==> src/rtl/alu_pkg.sv <==
// Shared definitions for the multiply/divide step sequencer: 74181 control
// codes, sequencer states and operation encoding.
package alu_pkg;

  typedef enum logic [1:0] {
    IDLE = 2'd0,
    RUN  = 2'd1,
    DONE = 2'd2
  } state_e;

  localparam logic OP_MUL = 1'b0;
  localparam logic OP_DIV = 1'b1;

  // 74181 codes: S select, M mode (1 = logic), active-low carry in
  localparam logic [3:0] ALU_S_ADD       = 4'b1001;
  localparam logic       ALU_M_ADD       = 1'b0;
  localparam logic       ALU_CIN_N_ADD   = 1'b1;
  localparam logic [3:0] ALU_S_SUB       = 4'b0110;
  localparam logic       ALU_M_SUB       = 1'b0;
  localparam logic       ALU_CIN_N_SUB   = 1'b0;
  localparam logic [3:0] ALU_S_PASSA     = 4'b1111;
  localparam logic       ALU_M_PASSA     = 1'b1;
  localparam logic       ALU_CIN_N_PASSA = 1'b1;

  typedef struct packed {
    logic [3:0] s;
    logic       m;
    logic       cin_n;
  } alu_ctrl_t;

  localparam alu_ctrl_t ALU_ADD   = '{s: ALU_S_ADD,   m: ALU_M_ADD,   cin_n: ALU_CIN_N_ADD};
  localparam alu_ctrl_t ALU_SUB   = '{s: ALU_S_SUB,   m: ALU_M_SUB,   cin_n: ALU_CIN_N_SUB};
  localparam alu_ctrl_t ALU_PASSA = '{s: ALU_S_PASSA, m: ALU_M_PASSA, cin_n: ALU_CIN_N_PASSA};

endpackage

==> src/rtl/mdstep_datapath.sv <==
// Accumulator/Q/divisor registers plus the per-step ALU operand mux and
// shift logic for shift-add multiply and restoring divide.
module mdstep_datapath
  import alu_pkg::*;
#(
  parameter int WIDTH = 32
) (
  input  logic             clk,
  input  logic             reset,
  input  logic             ld,
  input  logic             ld_dz,
  input  logic             step,
  input  logic             is_div,
  input  logic [WIDTH-1:0] opa,
  input  logic [WIDTH-1:0] opb,
  input  logic [WIDTH-1:0] alu_f,
  input  logic             alu_cout_n,
  output logic [WIDTH-1:0] acc,
  output logic [WIDTH-1:0] q,
  output logic [WIDTH-1:0] alu_a,
  output logic [WIDTH-1:0] alu_b,
  output alu_ctrl_t        alu_ctrl
);

  logic [WIDTH-1:0] acc_q, acc_d;
  logic [WIDTH-1:0] q_q, q_d;
  logic [WIDTH-1:0] b_r_q, b_r_d;
  logic [WIDTH-1:0] rem_shift;
  logic             carry;
  logic             accept;

  always_comb begin
    acc_d     = acc_q;
    q_d       = q_q;
    b_r_d     = b_r_q;
    alu_a     = '0;
    alu_b     = '0;
    alu_ctrl  = ALU_PASSA;
    carry     = ~alu_cout_n;
    accept    = 1'b0;
    rem_shift = {acc_q[WIDTH-2:0], q_q[WIDTH-1]};
    if (ld) begin
      acc_d = '0;
      q_d   = opa;
      b_r_d = opb;
    end else if (ld_dz) begin
      acc_d = opa;
      q_d   = '1;
      b_r_d = opb;
    end else if (step) begin
      alu_b = b_r_q;
      if (is_div) begin
        // acc MSB set before the shift means the partial remainder already exceeds any divisor
        alu_a    = rem_shift;
        alu_ctrl = ALU_SUB;
        accept   = acc_q[WIDTH-1] | carry;
        acc_d    = accept ? alu_f : rem_shift;
        q_d      = {q_q[WIDTH-2:0], accept};
      end else begin
        alu_a = acc_q;
        if (q_q[0]) alu_ctrl = ALU_ADD;
        acc_d = {q_q[0] & carry, alu_f[WIDTH-1:1]};
        q_d   = {alu_f[0], q_q[WIDTH-1:1]};
      end
    end
  end

  always_ff @(posedge clk or posedge reset) begin
    if (reset) begin
      acc_q <= '0;
      q_q   <= '0;
      b_r_q <= '0;
    end else begin
      acc_q <= acc_d;
      q_q   <= q_d;
      b_r_q <= b_r_d;
    end
  end

  assign acc = acc_q;
  assign q   = q_q;

endmodule

==> src/rtl/alu_mdstep_seq.sv <==
// Multiply/divide step sequencer: FSM and step counter driving an external
// combinational 74181-style ALU through mdstep_datapath.
module alu_mdstep_seq
  import alu_pkg::*;
#(
  parameter int WIDTH = 32
) (
  input  logic             clk,
  input  logic             reset,
  input  logic             start,
  input  logic             op,
  input  logic [WIDTH-1:0] opa,
  input  logic [WIDTH-1:0] opb,
  output logic             busy,
  output logic             done,
  output logic             div_zero,
  output logic [WIDTH-1:0] res_hi,
  output logic [WIDTH-1:0] res_lo,
  output logic [WIDTH-1:0] alu_a,
  output logic [WIDTH-1:0] alu_b,
  output logic [3:0]       alu_s,
  output logic             alu_m,
  output logic             alu_cin_n,
  input  logic [WIDTH-1:0] alu_f,
  input  logic             alu_cout_n
);

  localparam int CW = $clog2(WIDTH);
  localparam logic [CW-1:0] CNT_LAST = CW'(WIDTH - 1);

  state_e        state_q, state_d;
  logic [CW-1:0] cnt_q, cnt_d;
  logic          op_r_q, op_r_d;
  logic          div_zero_q, div_zero_d;
  logic          ld, ld_dz, step;
  alu_ctrl_t     alu_ctrl;

  always_comb begin
    state_d    = state_q;
    cnt_d      = cnt_q;
    op_r_d     = op_r_q;
    div_zero_d = div_zero_q;
    ld         = 1'b0;
    ld_dz      = 1'b0;
    step       = 1'b0;
    unique case (state_q)
      IDLE: begin
        if (start) begin
          cnt_d  = '0;
          op_r_d = op;
          // zero divisor skips the step loop entirely
          if (op == OP_DIV && opb == '0) begin
            ld_dz      = 1'b1;
            div_zero_d = 1'b1;
            state_d    = DONE;
          end else begin
            ld         = 1'b1;
            div_zero_d = 1'b0;
            state_d    = RUN;
          end
        end
      end
      RUN: begin
        step = 1'b1;
        if (cnt_q == CNT_LAST) begin
          cnt_d   = '0;
          state_d = DONE;
        end else begin
          cnt_d = cnt_q + CW'(1);
        end
      end
      DONE:    state_d = IDLE;
      default: state_d = IDLE;
    endcase
  end

  always_ff @(posedge clk or posedge reset) begin
    if (reset) begin
      state_q    <= IDLE;
      cnt_q      <= '0;
      op_r_q     <= 1'b0;
      div_zero_q <= 1'b0;
    end else begin
      state_q    <= state_d;
      cnt_q      <= cnt_d;
      op_r_q     <= op_r_d;
      div_zero_q <= div_zero_d;
    end
  end

  mdstep_datapath #(.WIDTH(WIDTH)) u_dp (
    .clk        (clk),
    .reset      (reset),
    .ld         (ld),
    .ld_dz      (ld_dz),
    .step       (step),
    .is_div     (op_r_q),
    .opa        (opa),
    .opb        (opb),
    .alu_f      (alu_f),
    .alu_cout_n (alu_cout_n),
    .acc        (res_hi),
    .q          (res_lo),
    .alu_a      (alu_a),
    .alu_b      (alu_b),
    .alu_ctrl   (alu_ctrl)
  );

  assign alu_s     = alu_ctrl.s;
  assign alu_m     = alu_ctrl.m;
  assign alu_cin_n = alu_ctrl.cin_n;
  assign busy      = (state_q != IDLE);
  assign done      = (state_q == DONE);
  assign div_zero  = div_zero_q;

endmodule
==> config.mk <==
export PLATFORM = sky130hd
export DESIGN_NAME = alu_mdstep_seq
export DESIGN_NICKNAME = d
export VERILOG_FILES = /design/src/rtl/alu_pkg.sv /design/src/rtl/mdstep_datapath.sv /design/src/rtl/alu_mdstep_seq.sv
export SDC_FILE = /design/constraint.sdc
export NUM_CORES = 1
export LEC_CHECK = 0
export ABC_AREA = 1
export BUFFER_PORTS_ARGS = -buffer_cell sky130_fd_sc_hd__buf_2
export CAP_MARGIN = 10
export CELL_PAD_IN_SITES_DETAIL_PLACEMENT = 2
export CELL_PAD_IN_SITES_GLOBAL_PLACEMENT = 2
export CORE_MARGIN = 8
export CORE_UTILIZATION = 26
export CTS_CLUSTER_DIAMETER = 100
export DETAILED_ROUTE_END_ITERATION = 8
export PLACE_DENSITY = 0.78
export SLEW_MARGIN = 0
export SYNTH_ARGS = -nofsm -noshare
export SYNTH_HDL_FRONTEND = slang
export SYNTH_SLANG_ARGS = --single-unit
export TNS_END_PERCENT = 5
==> constraint.sdc <==
create_clock -name clk -period 3.34 [get_ports clk]
set_input_delay 0.334 -clock clk [delete_from_list [all_inputs] [get_ports clk]]
set_output_delay 0.334 -clock clk [all_outputs]
set_load 0.02 [all_outputs]
# Word level (Yosys, flattened, before mapping)
# Index checks and enable logic that the tools add are counted.
totals:
  out_inout_bits: 137
  input_bits: 101
  wordCells: 63
  register_bits: 105
op_classes:
  eq_ne: 5
  n_reduce_logical: 10
  n_addsub: 1
  mux: 37
  n_bitwise: 3
op_table:
  columns: ["op", "n"]
  rows:
  - ["32-bit 2-to-1 mux", 18]
  - ["32-bit logical NOT", 1]
  - ["6-bit 2-to-1 mux", 4]
  - ["5-bit 2-to-1 mux", 3]
  - ["5-bit case mux with 2 select lines", 1]
  - ["1-bit 2-to-1 mux", 7]
  - ["2-bit 2-to-1 mux", 3]
  - ["2-bit AND reduction", 3]
  - ["2-bit nonzero test", 3]
  - ["5-bit by 1-bit adder with 5-bit output (second input constant)", 1]
  - ["5-bit equality test (second input constant)", 1]
  - ["2-bit inequality test (second input constant)", 2]
  - ["2-bit case mux with 2 select lines", 1]
  - ["3-bit nonzero test", 1]
  - ["2-bit by 1-bit equality test with 1-bit output (second input constant)", 1]
  - ["2-bit equality test (second input constant)", 1]
  - ["2-bit logical NOT", 1]
  - ["1-bit AND", 1]
  - ["1-bit logical AND", 1]
  - ["1-bit inverter", 1]
  - ["1-bit bitwise OR", 1]

# Longest topological paths before layout
# Gate-level depths: netlist (run 1).
logic_depth:
  ltp_word: 7
  mapped_depth: 12
  depth_no_buf: 10

# Hierarchy
# Synthesis (run 1) repeated with hierarchy kept, for this count alone.
unflattened:
  cells_unflattened: 1035
  area_unflattened_um2: 6582.6
by_module_without_submodules:
  columns: ["module", "cells_each", "area_each_um2", "instances", "seq_area_each_um2"]
  rows:
  - ["mdstep_datapath", 949, 5992.0, 1, 2402.3]
  - ["alu_mdstep_seq", 86, 590.6, 1, 225.2]

# Least setup slack after synthesis (run 1)
# OpenSTA, ideal clock, no wires.
synth_path:
  path_kind: "flip-flop to output port"
  start: "reg op_r_q"
  end: "out alu_s[2]"
  arrival_ps: 1605
  stages_incl_launch_ff: 7
  setup_slack_ps: 1401
  path_buffers: 4
  t_required_ps: 3006
  cell_sequence: "dfrtp_1 > clkbuf_1 > inv_2 > clkbuf_1 > clkbuf_1 > nand3_1 > buf_4"
synth_between:
  elab_chain_len: 4
synth_lines:
  columns: ["item", "line_no", "text"]
  rows:
  - ["start, declared", "alu_mdstep_seq.sv:33", "logic op_r_q, op_r_d;"]
  - ["start signal, assigned", "alu_mdstep_seq.sv:86", "op_r_q <= op_r_d;"]
  - ["6-bit 2-to-1 mux", "mdstep_datapath.sv:52", "if (is_div) begin"]
  - ["6-bit 2-to-1 mux", "mdstep_datapath.sv:50", "end else if (step) begin"]
  - ["6-bit 2-to-1 mux", "mdstep_datapath.sv:46", "end else if (ld_dz) begin"]
  - ["6-bit 2-to-1 mux", "mdstep_datapath.sv:42", "if (ld) begin"]
  - ["end, declared", "alu_mdstep_seq.sv:21", "output logic [3:0] alu_s,"]
# Every way passes these cells.

# Final worst setup path (run 1)
layout_path:
  start: "reg state_q[1]"
  end: "out alu_b[0]"
layout_between:
  elab_chain_len: 5
  word_cells_on_any_way: 8
  classes_between: "eq/ne: 1; mux: 6; reduce/logical: 1"
layout_lines:
  columns: ["item", "line_no", "text"]
  rows:
  - ["start, declared", "alu_mdstep_seq.sv:31", "state_e state_q, state_d;"]
  - ["start signal, assigned", "alu_mdstep_seq.sv:84", "state_q <= state_d;"]
  - ["2-bit by 1-bit equality test with 1-bit output", "alu_mdstep_seq.sv:46", "unique case (state_q)"]
  - ["1-bit 2-to-1 mux", "alu_mdstep_seq.sv:46", null]
  - ["32-bit 2-to-1 mux", "mdstep_datapath.sv:50", null]
  - ["32-bit 2-to-1 mux", "mdstep_datapath.sv:46", null]
  - ["32-bit 2-to-1 mux (*)", "mdstep_datapath.sv:42", null]
  - ["end, declared", "alu_mdstep_seq.sv:20", "output logic [WIDTH-1:0] alu_b,"]
# Mark *: on every way between the ends. The rest lies on a longest branch, timed or not.

==> results of run 1 <==
==> stage by stage <==
step | power, uW | cell area, um2
2_1_floorplan | 6010 | 6910
3_3_place_gp | 7800 | 8340
3_5_place_dp | 8050 | 8340
4_1_cts | 9240 | 8630
5_1_grt | 9920 | 8640
6_report | 9060 | 8640
==> metal layers <==
metal,routed length (um),vias to the layer above
met4,446,8
li1,-,3860
met3,1590,31
met5,46,-
met2,15100,160
met1,14100,4045
==> cells in the mapped netlist, drive strengths merged <==
cell | instances | share of area, %
nor2 | 61 | 3.5
inv | 44 | 2.4
a21boi | 32 | 3.5
or2 | 1 | 0.091
ha | 2 | 0.36
a21oi | 38 | 2.8
o21ai | 68 | 4.9
xor2 | 1 | 0.13
clkbuf | 43 | 2.3
a211oi | 2 | 0.22
nand2 | 617 | 34
nand3 | 68 | 5.0
o22ai | 1 | 0.091
buf | 38 | 2.8
a22o | 2 | 0.25
dfrtp | 105 | 38
==> where the power goes <==
group | switching, uW | internal (uW) | leakage [uW]
clock | 593 | 531 | 0.000146
sequential | 522 | 1840 | 0.00132
combinational | 3890 | 1680 | 0.00356
total | 5000 | 4050 | 0.00503
==> cells in the final DEF, fill, tap and decap left out, drive strengths merged <==
cell	count
a21oi	38
ha	2
xor2	1
a22o	2
inv	46
nand2	617
diode	2
a21boi	32
or2	1
clkbuf	9
nand3	68
dfrtp	105
o22ai	1
nor2	61
clkinv	5
a211oi	2
buf	256
o21ai	68
==> sequential cells by signal, summed over array words and instances, names as in the netlist <==
register    count
op_r_q          1
u_dp.acc       32
div_zero        1
cnt_q           5
state_q         2
u_dp.q         32
u_dp.b_r_q     32
==> area by class of cell <==
cell class	count	area (um2)	area share [%]
Inverter	44	170	1.97
Timing Repair Buffer	256	1340	15.5
Tap cell	335	419	4.85
Multi-Input combinational cell	893	3780	43.8
Antenna cell	2	5.00	0.0579
Clock inverter	7	68.8	0.797
Sequential cell	105	2630	30.4
Clock buffer	9	225	2.61
==> how the worst max path moves through the flow <==
stage / slack, ps / end
6_report: 630 / alu_b[0]
5_1_grt: 490 / alu_b[18]
3_3_place_gp: 970 / u_dp.acc[20]
3_5_place_dp: 820 / u_dp.acc[1]
2_1_floorplan: 250 / cnt_q[0]
4_1_cts: 580 / alu_b[0]
==> cells by family (layout without fill, tap and decap cells) <==
group                      after synthesis  in the layout  share of synthesized area, %
other                                    0              2                             0
buffers and inverters                  125            316                          7.53
adders and majority gates                2              2                         0.362
xor gates and xnor gates                 1              1                         0.127
DFF                                    105            105                          38.0
and+or+nand+nor                        747            747                          42.2
AOI/OAI and AO/OA                      143            143                          11.8
==> worst max-delay path, stage by stage (launching register included) <==
cell and delay (ps):
sky130_fd_sc_hd__dfrtp_1 410, sky130_fd_sc_hd__nor2_2 380, sky130_fd_sc_hd__inv_2 480, sky130_fd_sc_hd__buf_4 390, sky130_fd_sc_hd__nor2_1 140, sky130_fd_sc_hd__buf_2 210
==> flow_metrics.env, run 1 <==
export IMPL_outcome="finished clean"
export IMPL_cts_tree="yes"
export IMPL_io_buffers=237
export IMPL_routabilityCongestion=0.823
export IMPL_slew_limit_headroom_pct=37.2
export IMPL_clock_insertion_delay_worst_skew_ps=370
export IMPL_clkTransAtPathRegs_ps=90
export IMPL_met2_usage_pct=33.4
export IMPL_detail_route_drc_violations=0
export IMPL_fin_nets=1412
export IMPL_synth_ff_latch_count=105
export IMPL_finalWirelength_um=31300
export IMPL_final_min_period_over_clock_period_pct=81.1
export IMPL_start_util_pct=26.5
export IMPL_initial_detailed_routing_violation_count=315
export IMPL_global_route_overflow_total=0
export IMPL_period_minus_slack_ps=2710
export IMPL_least_margin_pin_slew_ps=940
export IMPL_final_util_pct=33.1
export IMPL_die_w_um=179
export IMPL_num_fill_cells=3267
export IMPL_syn_instance_count=1123
export IMPL_holdWs_ps=1.61
export IMPL_min_delay_path_class="in2async"
export IMPL_timing_max_transition_violations_final=0
export IMPL_rrSetupSlack_ps=830
export IMPL_crit_arrival_ps=2380
export IMPL_clock_sinks=105
export IMPL_drt_first_pass_iters=4
export IMPL_p_per_area_mw_per_mm2=1050
export IMPL_tritoncts_num_buffers=9
export IMPL_area_enclosed_by_the_die_boundary_mm2=0.0320
export IMPL_maxCapViolations=0
export IMPL_layout_drive_gt1_share_pct=22.1
export IMPL_hpwl_um=23200
export IMPL_ctsHoldBuffers=0
export IMPL_route_vias_total=8104
export IMPL_rsz_0062_raised_after_global_routing="no"
export IMPL_placement_rows=59
export IMPL_timing_critical_path_fanout_max=44
export IMPL_hold_violation_total_from_the_final_report=0
export IMPL_first_pass_grt_wire_length_um=49700
export IMPL_type_of_element_launching_the_critical_path="flip-flop"
export IMPL_post_route_worst_setup_slack_ps=631
export IMPL_yosys_warnings=0
export IMPL_syn_mean_instance_area_um2=6.15
export IMPL_largest_net_degree_at_the_start_of_global_routing=81
export IMPL_post_route_setup_tns_ps=0
export IMPL_met1_usage_pct=25.0
export IMPL_die_h_um=179
export IMPL_static_leakage_power_uw=0.00503
export IMPL_ys_seq_area_share_pct=38.0
export IMPL_highest_utilization_routing_layer_at_the_global_route_stage="met2"
export IMPL_drtAntennaViolNets=0
export IMPL_maximum_count_of_clock_buffers_along_a_single_path=2
export IMPL_post_cts_setup_buffers=0
export IMPL_antenna_violations_before_repair=5
export IMPL_layout_area_overhead_vs_synth_pct=25.0
export IMPL_rr_endpoint="u_dp.acc[1]"
export IMPL_clock_skew_ps=10.8
export IMPL_max_clock_freq_mhz=369
export IMPL_layout_cells_non_filler=1651
export IMPL_detailedPlace_worstSlack_ps=815
export IMPL_grt_total_usage_pct=19.6
export IMPL_required_ps=3010
export IMPL_placedCellCount=1633
export IMPL_first_global_vias=8786
export IMPL_per_cell_via_count_in_the_routed_design=4.91
export IMPL_r2r_startpoint="state_q[1]"
export IMPL_cts_htree_levels=3
export IMPL_finalSetupViolCount=0
export IMPL_r2r_cells=10
export IMPL_path_class="reg2out"
export IMPL_clockRootBuffer="sky130_fd_sc_hd__clkbuf_16"
export IMPL_power_ir_vdd_worst_v=0.000414
export IMPL_worst_setup_path_end_kind="primary output"
export IMPL_synth_fp_nets=1226
export IMPL_synthesis_area_mm2=0.00691
export IMPL_startpoint="state_q[1]"
export IMPL_post_drt_wl_per_cell_um=19.0
export IMPL_cts_resized=0
export IMPL_io_pins=238
export IMPL_count_of_unique_library_cells_instantiated_by_yosys=26
export IMPL_core_region_area_mm2=0.0261
export IMPL_globalRouteMet3Util_pct=4.02
Note: power is estimated with default switching activity, not from simulation.
==> run 2: changes to the inputs <==
==> constraint.sdc (replaced) <==
create_clock -name clk -period 2.54 [get_ports clk]
set_input_delay 0.254 -clock clk [delete_from_list [all_inputs] [get_ports clk]]
set_output_delay 0.254 -clock clk [all_outputs]
set_load 0.02 [all_outputs]
==> flow_metrics.env, run 2 (synthesized netlist as in run 1, its figures left out) <==
export IMPL_die_h_um=179
export IMPL_per_cell_via_count_in_the_routed_design=4.87
export IMPL_finalWirelength_um=31500
export IMPL_post_drt_wl_per_cell_um=19.0
export IMPL_clock_insertion_delay_worst_skew_ps=370
export IMPL_grt_total_usage_pct=19.3
export IMPL_antenna_violations_before_repair=3
export IMPL_static_leakage_power_uw=0.00507
export IMPL_critical_path_endpoint="alu_a[30]"
export IMPL_met1_usage_pct=24.6
export IMPL_global_route_overflow_total=0
export IMPL_detail_route_drc_violations=0
export IMPL_drtAntennaViolNets=0
export IMPL_max_clock_freq_mhz=430
export IMPL_report_power_total_uw=12100
export IMPL_outcome="finished clean"
export IMPL_io_pins=238
export IMPL_route_vias_total=8078
export IMPL_final_util_pct=33.6
export IMPL_timing_critical_path_fanout_max=39
export IMPL_clock_skew_ps=9.05
export IMPL_largest_net_degree_at_the_start_of_global_routing=101
export IMPL_io_buffers=237
export IMPL_layout_cell_area_non_filler_mm2=0.00876
export IMPL_least_margin_pin_slew_ps=1170
export IMPL_worst_setup_path_end_kind="primary output"
export IMPL_placedInstanceArea_mm2=0.00842
export IMPL_initial_detailed_routing_violation_count=404
export IMPL_first_pass_grt_wire_length_um=48500
export IMPL_power_ir_vdd_worst_v=0.000416
export IMPL_fin_nets=1418
export IMPL_layout_area_overhead_vs_synth_pct=26.7
export IMPL_cts_tree="yes"
export IMPL_crit_path_max_incr_delay_ps=620
export IMPL_clkTransAtPathRegs_ps=80
export IMPL_placement_rows=59
export IMPL_min_delay_path_class="in2async"
export IMPL_startpoint="op_r_q"
export IMPL_tritoncts_num_buffers=9
export IMPL_hpwl_um=23000
export IMPL_crit_chain="clkinv_2, buf_4, nand2_1, a21oi_1, buf_2"
export IMPL_crit_path_top_delay_cell="sky130_fd_sc_hd__dfrtp_2"
export IMPL_highest_utilization_routing_layer_at_the_global_route_stage="met2"
export IMPL_holdWs_ps=2.13
export IMPL_first_global_vias=8555
export IMPL_finalSetupViolCount=0
export IMPL_p_per_area_mw_per_mm2=1380
export IMPL_slew_limit_headroom_pct=21.8
export IMPL_path_class="reg2out"
export IMPL_post_route_worst_setup_slack_ps=216
export IMPL_final_cell_mix="sky130_fd_sc_hd__nand2_1, sky130_fd_sc_hd__buf_2, sky130_fd_sc_hd__dfrtp_1"
export IMPL_core_region_area_mm2=0.0261
export IMPL_hold_violation_total_from_the_final_report=0
export IMPL_clockRootBuffer="sky130_fd_sc_hd__clkbuf_16"
export IMPL_drt_first_pass_iters=4
export IMPL_globalRouteMet3Util_pct=3.71
export IMPL_type_of_element_launching_the_critical_path="flip-flop"
export IMPL_clock_sinks=105
export IMPL_routabilityCongestion=0.803
export IMPL_r2r_cells=8
export IMPL_post_cts_setup_buffers=0
export IMPL_maxCapViolations=0
export IMPL_met2_usage_pct=33.2
export IMPL_timing_max_transition_violations_final=0
export IMPL_layout_drive_gt1_share_pct=22.4
export IMPL_cts_htree_levels=3
export IMPL_rsz_0062_raised_after_global_routing="no"
export IMPL_maximum_count_of_clock_buffers_along_a_single_path=2
export IMPL_detailedPlace_worstSlack_ps=-46.9
export IMPL_area_enclosed_by_the_die_boundary_mm2=0.0320
export IMPL_rrSetupSlack_ps=270
export IMPL_period_minus_slack_ps=2320
export IMPL_required_ps=2290
export IMPL_r2r_startpoint="state_q[1]"
export IMPL_final_min_period_over_clock_period_pct=91.5
export IMPL_rr_endpoint="cnt_q[2]"
export IMPL_layout_commonest_cell="sky130_fd_sc_hd__nand2_1"
export IMPL_die_w_um=179
export IMPL_start_util_pct=26.5
export IMPL_crit_arrival_ps=2070
-- run 2: critical path: cells and delay by family, from the launching register on --
kind / cells / cell delay, ps
buf+inv: 3 / 760
simple gates: 1 / 100
flops: 1 / 620
compound gates: 1 / 230
-- run 2: area by class of cell --
type	instances	area, um2
antenna	3	7.51
clock buffer	9	225
clock inverter	7	93.8
fill	3266	17300
inverter	44	174
multi-input combinational	894	3790
sequential	105	2630
tap	335	419
timing repair buffer	261	1420
-- run 2: stage by stage --
stage | setup TNS, ps | std cells
CTS | 0 | 1655
global placement | 0 | 1638
global route | 0 | 1655
finish | 0 | 1658
floorplan | 0 | 1123
detailed placement | -52.3 | 1638
-- run 2: what timing repair did --
action,in CTS,in global routing
hold endpoints to repair,0,0
pin swaps,1,0
hold buffers,0,0
gates cloned,1,0
resized for setup,1,1
endpoints found under the setup margin,13,2
-- run 2: report_power, final --
group / internal [uW] / total, uW / switching (uW) / leakage [uW]
clock: 795 / 1540 / 749 / 0.000153
sequential: 2420 / 3160 / 733 / 0.00132
combinational: 2250 / 7360 / 5110 / 0.00360
-- run 2: worst min-delay path by stage --
stage	end	start
after global placement	u_dp.acc[6]	reset
final	u_dp.acc[6]	reset
after global routing	u_dp.acc[30]	reset
after floorplan	u_dp.b_r_q[0]	opb[0]
after CTS	u_dp.acc[6]	reset
after detailed placement	u_dp.acc[6]	reset
-- run 2: layer usage --
metal	vias up	part of all wire, %
li1	3884	-
met1	3996	44
met4	4	1.4
met3	27	5.8
met2	167	48
met5	-	0.060
==> run 3: changes to the inputs <==
==> constraint.sdc (replaced) <==
create_clock -name clk -period 2.54 [get_ports clk]
set_input_delay 0.127 -clock clk [delete_from_list [all_inputs] [get_ports clk]]
set_output_delay 0.127 -clock clk [all_outputs]
set_load 0.02 [all_outputs]
==> flow_metrics.env, run 3 (synthesized netlist as in run 1, its figures left out) <==
export IMPL_outcome="finished clean"
export IMPL_r2r_cells=8
export IMPL_max_clock_freq_mhz=415
export IMPL_critical_path_buf_inv_count=4
export IMPL_power_switching_uw=6690
export IMPL_io_buffers=237
export IMPL_drt_first_pass_iters=4
export IMPL_grt_total_usage_pct=20.4
export IMPL_layout_cell_area_non_filler_mm2=0.00902
export IMPL_crit_arrival_ps=2280
export IMPL_first_pass_grt_wire_length_um=51100
export IMPL_maxCapViolations=0
export IMPL_hold_violation_total_from_the_final_report=0
export IMPL_tritoncts_num_buffers=9
export IMPL_cts_tree="yes"
export IMPL_clkTransAtPathRegs_ps=80
export IMPL_post_cts_setup_buffers=0
export IMPL_placedCellCount=1635
export IMPL_clock_sinks=105
export IMPL_critical_path_s_top_delay_family="buffers and inverters"
export IMPL_core_region_area_mm2=0.0261
export IMPL_detail_route_drc_violations=0
export IMPL_post_drt_wl_per_cell_um=19.8
export IMPL_post_route_setup_tns_ps=0
export IMPL_sequentialPowerShare_pct=26.2
export IMPL_die_w_um=179
export IMPL_finalSetupViolCount=0
export IMPL_maximum_count_of_clock_buffers_along_a_single_path=2
export IMPL_final_min_period_over_clock_period_pct=95.0
export IMPL_slew_limit_headroom_pct=26.2
export IMPL_layout_drive_gt1_share_pct=21.8
export IMPL_fin_nets=1445
export IMPL_hpwl_um=22800
export IMPL_regArea_mm2=0.00263
export IMPL_rsz_0062_raised_after_global_routing="no"
export IMPL_route_vias_total=8139
export IMPL_hold_path_depth=3
export IMPL_hp_start="opb[7]"
export IMPL_per_cell_via_count_in_the_routed_design=4.83
export IMPL_hold_path_end="u_dp.b_r_q[7]"
export IMPL_largest_net_degree_at_the_start_of_global_routing=100
export IMPL_antenna_violations_before_repair=4
export IMPL_power_ir_vdd_worst_v=0.000452
export IMPL_timing_critical_path_fanout_max=55
export IMPL_period_minus_slack_ps=2410
export IMPL_route_top_layer_used="met5"
export IMPL_static_leakage_power_uw=0.00518
export IMPL_cts_htree_levels=3
export IMPL_drtAntennaViolNets=0
export IMPL_type_of_element_launching_the_critical_path="flip-flop"
export IMPL_layout_area_overhead_vs_synth_pct=30.5
export IMPL_power_frac_clock_pct=12.1
export IMPL_p_per_area_mw_per_mm2=1340
export IMPL_layout_commonest_cell="sky130_fd_sc_hd__nand2_1"
export IMPL_area_enclosed_by_the_die_boundary_mm2=0.0320
export IMPL_timing_max_transition_violations_final=0
export IMPL_crit_top_cell="sky130_fd_sc_hd__inv_2"
export IMPL_num_fill_cells=3247
export IMPL_layout_cells_non_filler=1685
export IMPL_clockRootBuffer="sky130_fd_sc_hd__clkbuf_16"
export IMPL_routabilityCongestion=0.799
export IMPL_rr_endpoint="cnt_q[2]"
export IMPL_sw_frac_of_total_pct=55.3
export IMPL_path_class="reg2out"
export IMPL_io_pins=238
export IMPL_internal_power_uw=5400
export IMPL_first_global_vias=8879
export IMPL_required_ps=2410
export IMPL_clock_skew_ps=8.19
export IMPL_instance_count_on_the_critical_path=6
export IMPL_crit_path_max_incr_delay_ps=400
export IMPL_least_margin_pin_slew_ps=1110
export IMPL_crit_chain="inv_2, nor2_2, inv_2, buf_12, a211oi_1, buf_2"
export IMPL_crit_path_top_delay_cell="sky130_fd_sc_hd__nor2_2"
export IMPL_drt_met1_wl_um=14300
export IMPL_finalWirelength_um=33300
export IMPL_clock_insertion_delay_worst_skew_ps=370
export IMPL_worst_setup_path_end_kind="primary output"
export IMPL_multiInputGateArea_mm2=0.00379
export IMPL_die_h_um=179
export IMPL_power_frac_comb_pct=61.7
export IMPL_rrSetupSlack_ps=290
export IMPL_placement_rows=59
export IMPL_route_met2_wl_um=16400
export IMPL_min_delay_path_class="in2reg"
export IMPL_met3_length_um=1910
export IMPL_start_util_pct=26.5
export IMPL_final_cell_mix="sky130_fd_sc_hd__nand2_1, sky130_fd_sc_hd__buf_2, sky130_fd_sc_hd__dfrtp_1"
export IMPL_global_route_overflow_total=0
export IMPL_report_power_total_uw=12100
export IMPL_r2r_startpoint="state_q[1]"
export IMPL_holdWs_ps=40.2
export IMPL_initial_detailed_routing_violation_count=392
export IMPL_placedInstanceArea_mm2=0.00841
-- run 3: worst register-to-register path, delay by kind of cell, from the launching register on --
family | cells | cell delay [ps]
buffers and inverters | 4 | 890
DFF | 1 | 390
AOI/OAI and AO/OA | 1 | 140
and+or+nand+nor | 3 | 730
-- run 3: timing repair --
action	in CTS	in global routing
endpoints found under the setup margin	14	0
hold buffers	30	0
gates resized for setup	0	0
hold endpoints to repair	54	0
-- run 3: through the flow --
stage | util, % | setup slack (ps)
2_1_floorplan | - | 808
3_3_place_gp | 32.3 | -5.89
3_5_place_dp | 32.3 | -103
5_1_grt | 34.6 | 12.4
6_report | 34.6 | 128
4_1_cts | 34.6 | 109
-- run 3: per-layer routing --
| metal | global-route usage, % | vias to the layer above |
|---|---|---|
| met5 | 0 | - |
| met4 | 4.96 | 4 |
| met3 | 4.42 | 40 |
| met2 | 35.9 | 170 |
| met1 | 24.9 | 3996 |
| li1 | - | 3929 |
-- run 3: layout make-up --
type,count,area share [%]
antenna,3,0.0833
clock buffer,9,2.50
clock inverter,7,0.791
inverter,44,1.90
multi-input combinational,894,42.0
sequential,105,29.2
tap,335,4.65
timing repair buffer,288,18.9
-- run 3: power by group through the flow --
stage | clock network, uW | registers, uW | logic (uW)
after floorplan | 0 | 3430 | 4480
after global placement | 0 | 3160 | 7150
after detailed placement | 0 | 3200 | 7420
after CTS | 1500 | 3170 | 7540
after global routing | 1550 | 3290 | 8300
final | 1470 | 3170 | 7460
-- run 3: worst max path at each step --
stage,endpoint,start
floorplan,alu_s[2],op_r_q
global placement,cnt_q[2],state_q[1]
finish,alu_a[31],state_q[0]
detailed placement,cnt_q[2],state_q[1]
CTS,alu_a[31],state_q[0]
global route,alu_a[31],state_q[0]
